### src/rtl/branch_predict_ctrl.sv
// Branch history table of 2-bit counters with a shared access slot.
// IF lookups and buffered EX updates are arbitrated one per cycle.
module branch_predict_ctrl #(
  parameter int IDX_W      = 6,
  parameter int FIFO_DEPTH = 4,
  parameter int PC_W       = 32
) (
  input  logic            clk,
  input  logic            rst_n,
  input  logic            tbl_clear,
  input  logic            pred_req,
  input  logic [PC_W-1:0] pred_pc,
  output logic            pred_ready,
  output logic            pred_valid,
  output logic            pred_taken,
  input  logic            upd_valid,
  input  logic [PC_W-1:0] upd_pc,
  input  logic            upd_taken,
  output logic            upd_ready,
  output logic            init_busy
);

  localparam int N  = 1 << IDX_W;
  localparam int PW = $clog2(FIFO_DEPTH);
  localparam int CW = PW + 1;
  localparam logic [CW-1:0] FULL_CNT = CW'(FIFO_DEPTH);

  typedef enum logic {INIT, RUN} state_t;

  state_t           state;
  logic [IDX_W-1:0] init_idx;
  logic [1:0]       bht [N];
  logic [IDX_W-1:0] q_idx [FIFO_DEPTH];
  logic             q_tk [FIFO_DEPTH];
  logic [PW-1:0]    wr_ptr;
  logic [PW-1:0]    rd_ptr;
  logic [CW-1:0]    count;

  logic             run;
  logic             open;
  logic             full;
  logic             lookup;
  logic             push;
  logic             drain;
  logic [IDX_W-1:0] p_idx;
  logic [IDX_W-1:0] u_idx;
  logic [IDX_W-1:0] h_idx;
  logic             h_tk;
  logic [1:0]       h_cnt;
  logic [1:0]       h_next;
  logic             unused_pc;

  assign run    = (state == RUN);
  assign open   = run && !tbl_clear;
  assign full   = (count == FULL_CNT);
  assign p_idx  = pred_pc[IDX_W+1:2];
  assign u_idx  = upd_pc[IDX_W+1:2];
  assign h_idx  = q_idx[rd_ptr];
  assign h_tk   = q_tk[rd_ptr];
  assign h_cnt  = bht[h_idx];

  assign pred_ready = open && !full;
  assign upd_ready  = open && !full;
  assign init_busy  = (state == INIT);

  assign lookup = pred_req && pred_ready;
  assign push   = upd_valid && upd_ready;
  // A full FIFO steals the slot so EX can never be blocked forever.
  assign drain  = open && (count != '0)
               && (full || !pred_req);

  always_comb begin
    h_next = h_cnt;
    if (h_tk) begin
      if (h_cnt != 2'b11) h_next = h_cnt + 2'd1;
    end else begin
      if (h_cnt != 2'b00) h_next = h_cnt - 2'd1;
    end
  end

  assign unused_pc = ^{pred_pc[PC_W-1:IDX_W+2],
                       pred_pc[1:0],
                       upd_pc[PC_W-1:IDX_W+2],
                       upd_pc[1:0]};

  always_ff @(posedge clk) begin
    if (!tbl_clear && state == INIT)
      bht[init_idx] <= 2'b10;
    else if (drain)
      bht[h_idx] <= h_next;
  end

  always_ff @(posedge clk) begin
    if (push) begin
      q_idx[wr_ptr] <= u_idx;
      q_tk[wr_ptr]  <= upd_taken;
    end
  end

  always_ff @(posedge clk or negedge rst_n) begin
    if (!rst_n) begin
      state      <= INIT;
      init_idx   <= '0;
      wr_ptr     <= '0;
      rd_ptr     <= '0;
      count      <= '0;
      pred_valid <= 1'b0;
      pred_taken <= 1'b0;
    end else begin
      pred_valid <= lookup;
      if (lookup)
        pred_taken <= bht[p_idx][1];
      if (tbl_clear) begin
        state    <= INIT;
        init_idx <= '0;
        wr_ptr   <= '0;
        rd_ptr   <= '0;
        count    <= '0;
      end else begin
        unique case (state)
          INIT: begin
            init_idx <= init_idx + IDX_W'(1);
            if (&init_idx) state <= RUN;
          end
          RUN: begin
            if (push) wr_ptr <= wr_ptr + PW'(1);
            if (drain) rd_ptr <= rd_ptr + PW'(1);
            count <= count + CW'(push) - CW'(drain);
          end
          default: state <= INIT;
        endcase
      end
    end
  end

endmodule

### config.mk
export PLATFORM = sky130hd
export DESIGN_NAME = branch_predict_ctrl
export DESIGN_NICKNAME = d
export VERILOG_FILES = /design/src/rtl/branch_predict_ctrl.sv
export SDC_FILE = /design/constraint.sdc
export NUM_CORES = 1
export LEC_CHECK = 0
export CAP_MARGIN = 20
export CORE_MARGIN = 3
export CORE_UTILIZATION = 62
export DETAILED_ROUTE_END_ITERATION = 8
export PLACE_DENSITY = 0.85
export SETUP_SLACK_MARGIN = 0.2
export SYNTH_ARGS = -nofsm -noshare
export SYNTH_HDL_FRONTEND = slang
export SYNTH_SLANG_ARGS = --single-unit
### constraint.sdc
create_clock -name clk -period 7.2 [get_ports clk]
set_clock_uncertainty 0.15 [all_clocks]
set_input_delay 1.44 -clock clk [delete_from_list [all_inputs] [get_ports clk]]
set_output_delay 1.44 -clock clk [all_outputs]
set_load 0.01 [all_outputs]
### Word-level counts from Yosys, hierarchy flattened

Memories as Yosys holds them, arrays and structs flattened. A register that Yosys moved wholly into a read port is not among the register bits.
Cells that the tools add are included.

* bits in writable memories: 156
* memories: 3
* register bits after elaboration: 15
* logic and storage cells: 67

* muxes and demuxes: 26
* $add $sub $neg: 7
* bitwise gates (word level): 1
* reduce and logical (&&, ||, !) cells: 21
* equality and inequality tests: 3

Memories
* bht: words 64, width 2, rd ports 2, clocked after memory_dff 1, write ports 1, RTL line 32 `logic [1:0] bht [N];`
* q_idx: words 4, width 6, rd ports 1, clocked after memory_dff 0, write ports 1, RTL line 33 `logic [IDX_W-1:0] q_idx [FIFO_DEPTH];`
* q_tk: words 4, width 1, rd ports 1, clocked after memory_dff 0, write ports 1, RTL line 34 `logic q_tk [FIFO_DEPTH];`

Operators by type and width (number)
* 2-bit 2-to-1 mux: 10
* 6-bit 2-to-1 mux: 3
* 1-bit 2-to-1 mux: 11
* 2-bit nonzero test: 4
* 1-bit logical AND: 7
* 2-bit by 1-bit adder with 2-bit output (second input constant): 3
* 6-bit by 1-bit adder with 6-bit output (second input constant): 1
* 3-bit 2-to-1 mux: 2
* 6-bit AND reduction: 1
* 1-bit zero test: 4
* 2-bit inequality test (second input constant): 2
* 2-bit AND reduction: 2
* 3-bit by 1-bit adder with 3-bit output: 1
* 3-bit equality test (second input constant): 1
* 3-bit nonzero test: 1
* 3-bit by 1-bit subtractor with 3-bit output: 1
* 2-bit OR reduction: 1
* 2-bit by 1-bit subtractor with 2-bit output (second input constant): 1
* 1-bit logical OR: 1
* 1-bit inverter: 1

### Depth between registers and ports, before layout

* depth in word-level cells: 9
* mapped depth: 13
* mapped depth without buffers: 11

### Least setup slack after synthesis

Ideal clock, no wire load.

* path type: input to register
* start: in tbl_clear
* end: mem bht[0][1], data pin
* arrival: 4.271 ns
* slack: 2.210 ns
* setup time: 0.569 ns
* buffers on the path: 2
* cell stages on the path: 6
* data required time: 6.481 ns
* cells stage by stage: clkbuf_1 nand2b_1 clkbuf_1 a31oi_1 o311ai_1 a2bb2oi_1

* word-level cells in the longest chain between the ends: 9

RTL lines
* from (decl): RTL line 10 `input logic tbl_clear,`
* 1-bit zero test *: RTL line 54, 87
* 1-bit logical AND: RTL line 54 `assign open = run && !tbl_clear;`
* 1-bit logical AND: RTL line 69 `assign drain = open && (count != '0)`
* 1-bit logical AND: RTL line 70 `&& (full || !pred_req);`
* 1-bit 2-to-1 mux: RTL line 89 `else if (drain)`
* 1-bit 2-to-1 mux *: RTL line 87 `if (!tbl_clear && state == INIT)`
* 1-bit 2-to-1 mux (not written as such) *: RTL line 90 `bht[h_idx] <= h_next;`
* 2-bit OR reduction (no source line) *
* 2-bit 2-to-1 mux (no source line) *
* to (decl): RTL line 32

Every way passes the cells marked *; elsewhere a longest branch is shown, timed or not.

### Worst setup path after layout

* start: in tbl_clear
* end: out pred_ready

* word-level cells in the longest chain between the ends: 3

RTL lines
* 1-bit zero test: RTL line 54
* 1-bit logical AND: RTL line 54
* 1-bit logical AND: RTL line 62 `assign pred_ready = open && !full;`
* to (decl): RTL line 13 `output logic pred_ready,`

Every way passes these cells.

==> flow_summary.ini <==
[power_and_ir_drop]
intPower_w = 0.00168
p_sw_share_pct = 19.5
clock_power_share_pct = 45.5
power.switching_w = 0.000405
ir_worst_vdd_mv = 0.132
p_per_area_nw_per_um2 = 231
comb_power_share_pct = 2.6
p_leak_nw = 3.12
pwr-share-seq_pct = 52.0

[route]
viasPerCell = 6.56
ant_nets = 0
routedWlPerCell_um = 23.9
vias = 4997
route.detailed.drc = 0
firstDrtPassIters = 6
drt_iter0_markers = 739
wl_mm = 18.2

[logic_synthesis]
synth_edf_count = 156
ys_async_sr_fraction_pct = 9.30
ys_types = 48
yosysSeqAreaShare_pct = 62.8
syn-instance-count = 558
synth-simple-area-share_pct = 9.13
syn_nets = 635
synthFlopType = edfxtp_1
synth-xor-area-share_pct = 0.973
synth_seq_cells = 172
synth_compound_area_share_pct = 4.30
synth_area_um2 = 8100
synth_fa_ha_area_share_pct = 1.17
synthMuxAreaShare_pct = 18.7
avgSynthCellArea_um2 = 14.5
synth_top_family_by_area = multiplexers
synth_warnings = 0

[clocking]
numCtsBuffers = 17
cts_setup_buffers = 0
cts-root-buf = clkbuf_16
cts_hold_buf = 0
clock_sinks = 172
path_clk_slew_ns = 0.06
cts_buffer_depth = 2
clock_latency_ns = 0.43
htreeDepth = 4
cts_tree = built
post_cts_resized = 0

[hold_path]
hp-class = flip-flop to flip-flop
min_from = pred_taken$_DFFE_PN0P_

[grt]
grtUsageMet3_pct = 5.89
gr-total-overflow = 0
use_met1_pct = 34.0
met2_usage_pct = 43.4
grt_max_degree = 48
grt_pass1_vias = 5060
busiest_layer = met2
grt_pass1_wl_mm = 28.0
track_usage_pct = 26.2
antenna_found_initial = 0

[setup_path]
endpoint_kind = output port
cp.required_ns = 5.61
crit_arrival_ns = 3.78
crit_type = input pin to output port
crit_path_start_kind = input pin
critPathSlowestCell = a211oi_1
critPathMaxStageDelay_ns = 0.86
critPathMostFrequentCell = clkdlybuf4s50_1
crit_chain = clkdlybuf4s50_1 > a211oi_1 > clkdlybuf4s50_1
cp_max_fo = 19
crit_path_start = tbl_clear
r2r_start = rd_ptr[0]$_DFFE_PN0P_

[place]
gp_congestion = 0.854
portBuffers = 22
dp_hpwl_mm = 11.6
pre_cts_slack_ns = 1.88

[finish]
fin_util_pct = 71.3
drive_gt1_share_pct = 13.7
final_nets = 654
area_delta_synth_final_pct = 11.5
antenna_cells = 0

[floorplan]
rows = 41
ios = 75
core_area_um2 = 12700
die_y_um = 120
die_w_um = 120
dieArea_um2 = 14500
start_util_pct = 63.9

[status]
status = finished clean

[sta]
fmax_mhz = 186
timing.final.ws_setup_ns = 1.83
hold_violations = 0
slew_headroom_pct = 37.7
finalCritPeriodShare_pct = 74.6
rsz0062_at_grt = no
slew_viol_final = 0
final-setup-viol-count = 0
worst_pin_slew_ns = 0.932
final.setup.tns_ns = 0
period_minus_slack_ns = 5.37

[flow_run]
cap_viol_max_count = 0
[per-stage QoR]
| stage | cells | total power, W | hold slack, ns | cell area, µm² |
|---|---|---|---|---|
| 3_5_place_dp | 729 | 0.00116 | 0.354 | 8400 |
| 3_3_place_gp | 729 | 0.00115 | 0.340 | 8400 |
| 5_1_grt | 762 | 0.00213 | 0.390 | 9030 |
| 2_1_floorplan | 558 | 0.00113 | 0.383 | 8100 |
| 4_1_cts | 761 | 0.00209 | 0.368 | 9000 |
| 6_report | 762 | 0.00208 | 0.367 | 9030 |
[cells by family after synthesis]
logic type	count (synthesis)
simple gates	176
flops	172
mux	109
compound gates	50
buf+inv	35
xor+xnor	9
fa+ha+maj	7
[per-layer routing]
layer | wire [µm] | part of all wire, % | vias to the layer above
met2 | 9260 | 51 | 314
met3 | 1770 | 9.7 | 57
met4 | 546 | 3.0 | 0
li1 | - | - | 2174
met1 | 6610 | 36 | 2452
met5 | 0 | 0 | -
[cell type report]
class | count | area [µm²]
Fill cell | 791 | 3640
Timing Repair Buffer | 28 | 285
Inverter | 7 | 26.3
Sequential cell | 172 | 5080
Clock buffer | 19 | 433
Tap cell | 172 | 215
Clock inverter | 13 | 174
Multi-Input combinational cell | 351 | 2810
[cell usage in the layout, fill, tap and decap left out, types with 3 or more instances in the layout]
cell | netlist | layout
mux4_2 | 31 | 31
o22ai_1 | 3 | 3
clkbuf_16 | 0 | 17
a211oi_1 | 5 | 5
xnor2_1 | 7 | 7
nand4_1 | 3 | 3
mux2_2 | 15 | 15
and2_1 | 5 | 5
dfrtp_1 | 16 | 16
nand2_1 | 35 | 35
a21oi_1 | 11 | 11
a31oi_1 | 3 | 3
inv_1 | 7 | 7
mux2i_1 | 62 | 62
nor2b_1 | 5 | 5
nor2_1 | 101 | 101
buf_4 | 6 | 5
a21o_1 | 4 | 4
nand3_1 | 13 | 13
a2111oi_0 | 3 | 3
o21ai_0 | 4 | 4
clkdlybuf4s50_1 | 0 | 22
and3_1 | 5 | 5
clkinv_1 | 0 | 3
bufinv_16 | 0 | 4
ha_1 | 6 | 6
edfxtp_1 | 156 | 156
nor3_1 | 4 | 4
[critical path, delay by kind of cell]
family / cells / cell delay (ns)
buffers and inverters: 2 / 1.47
AOI/OAI and AO/OA: 1 / 0.86
[state kept, by name (all words and copies together), names as in the netlist]
name / cells
bht: 128
q_idx: 24
init_idx: 6
q_tk: 4
count: 3
rd_ptr: 2
wr_ptr: 2
pred_taken: 1
pred_valid: 1
run: 1
[power by group through the flow]
stage          clock, W  sequential (W)  combinational [W]
2_1_floorplan         0         0.00110          0.0000289
3_3_place_gp          0         0.00110          0.0000515
3_5_place_dp          0         0.00110          0.0000524
4_1_cts        0.000950         0.00108          0.0000531
5_1_grt        0.000995         0.00108          0.0000569
6_report       0.000947         0.00108          0.0000540
[synth_stat cells (2+ instances only)]
library cell  count  area (µm²)
buf_2             5        25.0
nand3_1          13        65.1
buf_6             6        67.6
o211ai_1          2        15.0
a2111oi_0         3        26.3
xnor2_1           7        61.3
a21o_1            4        30.0
a211oi_1          5        37.5
ha_1              6        75.1
dfrtp_1          16         400
a211o_1           2        17.5
a31oi_1           3        18.8
o21ai_0           4        20.0
nor2b_1           5        31.3
o31ai_1           2        15.0
mux2i_1          62         621
nor2_1          101         379
and2_1            5        31.3
clkbuf_1          8        30.0
nand4_1           3        18.8
nand2_1          35         131
or3_1             2        12.5
buf_4             6        45.0
nor3_1            4        20.0
xor2_1            2        17.5
a21oi_1          11        55.1
inv_1             7        26.3
mux4_2           31         698
o2111ai_1         2        17.5
nand2b_1          2        12.5
edfxtp_1        156        4680
o22ai_1           3        18.8
mux2_2           15         169
buf_12            2        40.0
and3_1            5        31.3
[final timing paths]
check	to	slack, ns	cells past startpoint
worst min register to register	pred_taken$_DFFE_PN0P_	0.37	1
worst min-delay path	pred_taken$_DFFE_PN0P_	0.37	1
max in group asynchronous	rd_ptr[0]$_DFFE_PN0P_	5.14	1
worst max register to register	bht[46][0]$_DFFE_PP_	2.43	9
min in group asynchronous	init_idx[2]$_DFFE_PN0P_	1.30	1
worst max-delay path	pred_ready	1.83	3
Power figures use the tool's default switching activity.
==> RTL edit 1: new RTL, config.mk and constraints unchanged <==
Set the parameter `FIFO_DEPTH` to 8 (it was 4).
--- a/src/rtl/branch_predict_ctrl.sv
+++ b/src/rtl/branch_predict_ctrl.sv
@@ -3,5 +3,5 @@
 module branch_predict_ctrl #(
   parameter int IDX_W      = 6,
-  parameter int FIFO_DEPTH = 4,
+  parameter int FIFO_DEPTH = 8,
   parameter int PC_W       = 32
 ) (
Formal check against the unedited RTL: no difference found for any inputs over 10 cycles, from zero or initial values and one cycle with rst_n low; that may be too few to reach the edited logic, so the function may still have changed.
==> RTL edit 1 against the original RTL <==
Sequential share of layout area grew 1.8 points. Critical path depth grew 8. Power grew 11%. Synthesized area grew 14%. Utilization shrank 0.42 points. Highest routed layer unchanged. Cell area grew 14%. Largest power group unchanged. Sequential cell count grew 31. Wire length grew 4.8%. Setup slack gained 0.056 ns.
==> RTL edit 1: results (changes against the original RTL) <==
stage,metric,value,unit,change
placement,GPL Wtd Cong,0.887,,was 0.854
placement,DP Worst Slack,1.88,ns,about the same
cells_and_area,post-route cell area,0.0103,mm^2,was 0.00903 mm^2
worst_setup_path,Setup CP Type,flop to flop,,was input port to output port
placement,cell area after placement,0.00968,mm^2,was 0.00840 mm^2
worst_setup_path,CP max FO,60,,was 19
worst_setup_path,Slowest cell on crit path,dfrtp_1,,was a211oi_1
worst_setup_path,R2R cell count,11,,was 9
synth,Post-synth EDFFs,184,,was 156
placement,detailed placement HPWL,12.3,mm,was 11.6 mm
worst_setup_path,CP arrival,5.42,ns,was 3.78 ns
clock_tree,Worst-Skew Late Latency,0.50,ns,was 0.43 ns
worst_setup_path,Crit. Startpoint,rd_ptr[1]$_DFFE_PN0P_,,was tbl_clear
global_routing,overall routing resource usage,24.1,%,was 26.2%
global_routing,largest net degree at the start of global routing,65,,was 48
global_routing,first-pass GRT wire length,30.2,mm,was 28.0 mm
worst_setup_path,CP top delay family,compound AO/OA/AOI/OAI gates,,was buffers and inverters
placement,placed instance count,806,,was 729
run_status,outcome,"finished, final reports clean",,unchanged
worst_setup_path,RR Endpoint,bht[53][0]$_DFFE_PP_,,was bht[46][0]$_DFFE_PP_
cells_and_area,filler instances,906,,was 791
route,DR pass1 iterations,5,,was 6
clock_tree,Max Root-Sink Buffers,3,,was 2
synth,largest cells by area after synthesis,"edfxtp_1, mux4_2, mux2i_1",,unchanged
cells_and_area,biggest regs,"bht x128, q_idx x48, q_tk x8",,"was bht x128, q_idx x24, init_idx x6"
clock_tree,H-Tree Depth,1,,was 4
synth,Mean Syn Cell Area,15.1,um^2,was 14.5 um^2
route,WL met3,1.35,mm,was 1.77 mm
route,DR vias/cell,6.37,,was 6.56
route,final WL,19.1,mm,was 18.2 mm
power,Leak,3.57,nW,was 3.12 nW
cells_and_area,Finished Layout Cells,845,,was 762
route,met1 WL,7.29,mm,was 6.61 mm
timing,Hold WS,0.364,ns,was 0.367 ns
global_routing,M3 GR Usage,4.25,%,was 5.89%
synth,syn_nets,695,,was 635
clock_tree,CTS buffer count,21,,was 17
## RTL edit 1: changes by cell type after synthesis, moves of 5 or more
cell / unedited run / this run
nand3b_1: 0 / 5
edfxtp_1: 156 / 184
a22oi_1: 0 / 14
mux4_2: 31 / 37
mux2_2: 15 / 4
nand3_1: 13 / 2
mux2i_1: 62 / 80
## RTL edit 1: power by group
group / internal [mW] / leakage [nW] / total (mW) / switching (mW)
clock: 0.560 / 0.305 / 0.989 / 0.430
combinational: 0.0235 / 1.32 / 0.0549 / 0.0314
sequential: 1.28 / 1.94 / 1.28 / 0.00237
## RTL edit 1: logic make-up after synthesis
group / share of synthesized area, %
buf+inv: 1.86
flops: 64.8
mux: 18.5
fa+ha+maj: 1.43
compound gates: 4.47
xor+xnor: 0.851
simple gates: 8.10
## RTL edit 1: cell type report
type | count | share of cell area [%]
clock buffers | 29 | 5.57
flip-flops and latches | 203 | 58.1
inverters | 8 | 0.291
clock inverters | 9 | 0.460
repair buffers | 34 | 3.39
well taps | 184 | 2.23
multi-input cells | 378 | 30.0
==> RTL edit 2: new RTL, config.mk and constraints unchanged <==
Made on the original files. Reset style: synchronous (`rst_n`), changed in one clocked block.
--- a/src/rtl/branch_predict_ctrl.sv
+++ b/src/rtl/branch_predict_ctrl.sv
@@ -98,5 +98,5 @@
   end
 
-  always_ff @(posedge clk or negedge rst_n) begin
+  always_ff @(posedge clk) begin
     if (!rst_n) begin
       state      <= INIT;
Formal check against the unedited RTL: same outputs for any inputs over 10 cycles, from zero or initial values and one cycle with rst_n low; that may be too few to reach the edited logic, so the function may still have changed.
==> RTL edit 2 against the original RTL <==
Sequential cell count rose by 2. First-iteration DRC count fell by 9.5%. Cell area fell by 1.7%. Maximum frequency rose by 4.6%. Combinational power fell by 34%. Utilization rose by 0.83 points. Synthesized area fell by 1.1%. Via count fell by 1.6%. Setup slack improved by 0.23 ns. Wire length fell by 4.2%. Power fell by 6.1%. Critical path type unchanged. Critical endpoint is now upd_ready. Largest cell class unchanged. Largest power group unchanged. Highest routed layer unchanged.
==> RTL edit 2: results (changes against the original RTL) <==
stage,metric,value,unit,change
placement,cell area after placement,0.00834,mm^2,was 0.00840 mm^2
route,DR pass1 iterations,5,,was 6
global_routing,overall routing resource usage,25.5,%,was 26.2%
placement,detailed placement HPWL,11.3,mm,was 11.6 mm
worst_setup_path,worst setup path endpoint,upd_ready,,was pred_ready
worst_setup_path,CP top delay family,buffers and inverters,,unchanged
worst_setup_path,CP max FO,10,,was 19
synth,sequential fraction of the synthesis area,63.0,%,was 62.8%
hold_path,Hold Crit Start,pred_taken$_SDFFE_PN0P_,,was pred_taken$_DFFE_PN0P_
worst_setup_path,RR Endpoint,bht[47][0]$_DFFE_PP_,,was bht[46][0]$_DFFE_PP_
synth,syn_nets,632,,was 635
synth,Mean Syn Cell Area,14.4,um^2,was 14.5 um^2
hold_path,hold crit path type,flop to flop,,unchanged
worst_setup_path,R2R cell count,10,,was 9
power,Psw,0.384,mW,was 0.405 mW
route,routed len/inst,23.0,um,was 23.9 um
run_status,outcome,"finished, final reports clean",,unchanged
power,VDD IR-drop max,184,uV,was 132 uV
synth,Post-synth EDFFs,156,,unchanged
synth,Cell variety after synth,50,,was 48
power,Comb. pwr,0.0357,mW,was 0.0540 mW
global_routing,largest net degree at the start of global routing,65,,was 48
global_routing,vias in the first global route,4886,,"was 5,060"
worst_setup_path,setup slack on the worst flop-to-flop path,2.24,ns,was 2.43 ns
power,Leak,3.23,nW,was 3.12 nW
power,Cell Pwr Density,220,mW/mm^2,was 231 mW/mm^2
global_routing,first-pass GRT wire length,27.1,mm,was 28.0 mm
route,DR iter-0 viols,669,,was 739
cells_and_area,share of cells above drive strength 1,12.6,%,was 13.7%
synth,mux cell area share after synthesis,18.8,%,was 18.7%
hold_path,hold path endpoint,pred_taken$_SDFFE_PN0P_,,was pred_taken$_DFFE_PN0P_
synth,adder-cell share of the synthesized area,1.34,%,was 1.17%
cells_and_area,filler instances,784,,was 791
synth,Compound-Gate Fraction of Synth Area,4.19,%,was 4.30%
synth,largest cells by area after synthesis,"edfxtp_1, mux4_2, mux2i_1",,unchanged
timing,worst slew pin tran,1.00,ns,was 0.932 ns
worst_setup_path,CP arrival,3.54,ns,was 3.78 ns
synth,Commonest cells post-synth,"edfxtp_1, nor2_1, mux2i_1, nand2_1, mux4_2",,unchanged
synth,xor and xnor area share after synthesis,0.985,%,was 0.973%
placement,GPL Wtd Cong,0.902,,was 0.854
route,DR vias/cell,6.50,,was 6.56
hold_path,Hold Path Depth,2,,was 1
synth,ys async rst share,0,%,was 9.30%
power,Reg power frac,55.6,%,was 52.0%
clock_tree,Post-CTS Repair Setup Buffers,0,,unchanged
==> RTL edit 2: cell count changes after synthesis, sizes merged, moves of 3 or more <==
cell	delta
dfxtp	+18
dfrtp	-16
nand3	+5
buf	-3
inv	+3
nand2	-3
==> RTL edit 2: through the flow <==
| step | std cells | hold WS [ns] | setup slack [ns] | util, % |
|---|---|---|---|---|
| after CTS | 757 | 0.333 | 2.12 | 72.1 |
| after detailed placement | 725 | 0.323 | 2.04 | 67.8 |
| after global routing | 757 | 0.374 | 1.91 | 72.1 |
| after global placement | 725 | 0.304 | 2.12 | 67.8 |
| after floorplan | 554 | 0.319 | 2.20 | - |
| final | 757 | 0.331 | 2.07 | 72.1 |
==> RTL edit 2: final cells by class <==
class                      instances  share of cell area (%)
multi-input combinational        347                    31.5
sequential                       174                    56.8
tap                              168                    2.37
clock inverter                    13                    1.13
timing repair buffer              26                    2.82
inverter                          10                   0.423
clock buffer                      19                    4.88
==> RTL edit 2: worst reg2reg max path, stage by stage, from the launching register on <==
cell and delay, ns:
dfxtp_1 0.74, mux4_2 0.90, buf_4 0.59, mux2_2 0.28
nor2_1 0.04, a2111oi_0 0.46, or3_1 0.20, o22ai_1 0.13
and2_1 0.23, o2bb2ai_4 0.57, buf_4 0.45
==> RTL edit 2: layer usage <==
layer / vias up / track usage, % / part of all wire [%]
li1: 2165 / - / -
met1: 2426 / 33.8 / 38
met2: 280 / 39.7 / 48
met3: 47 / 7.30 / 10
met4: 0 / 11.2 / 3.1
met5: - / 0 / 0
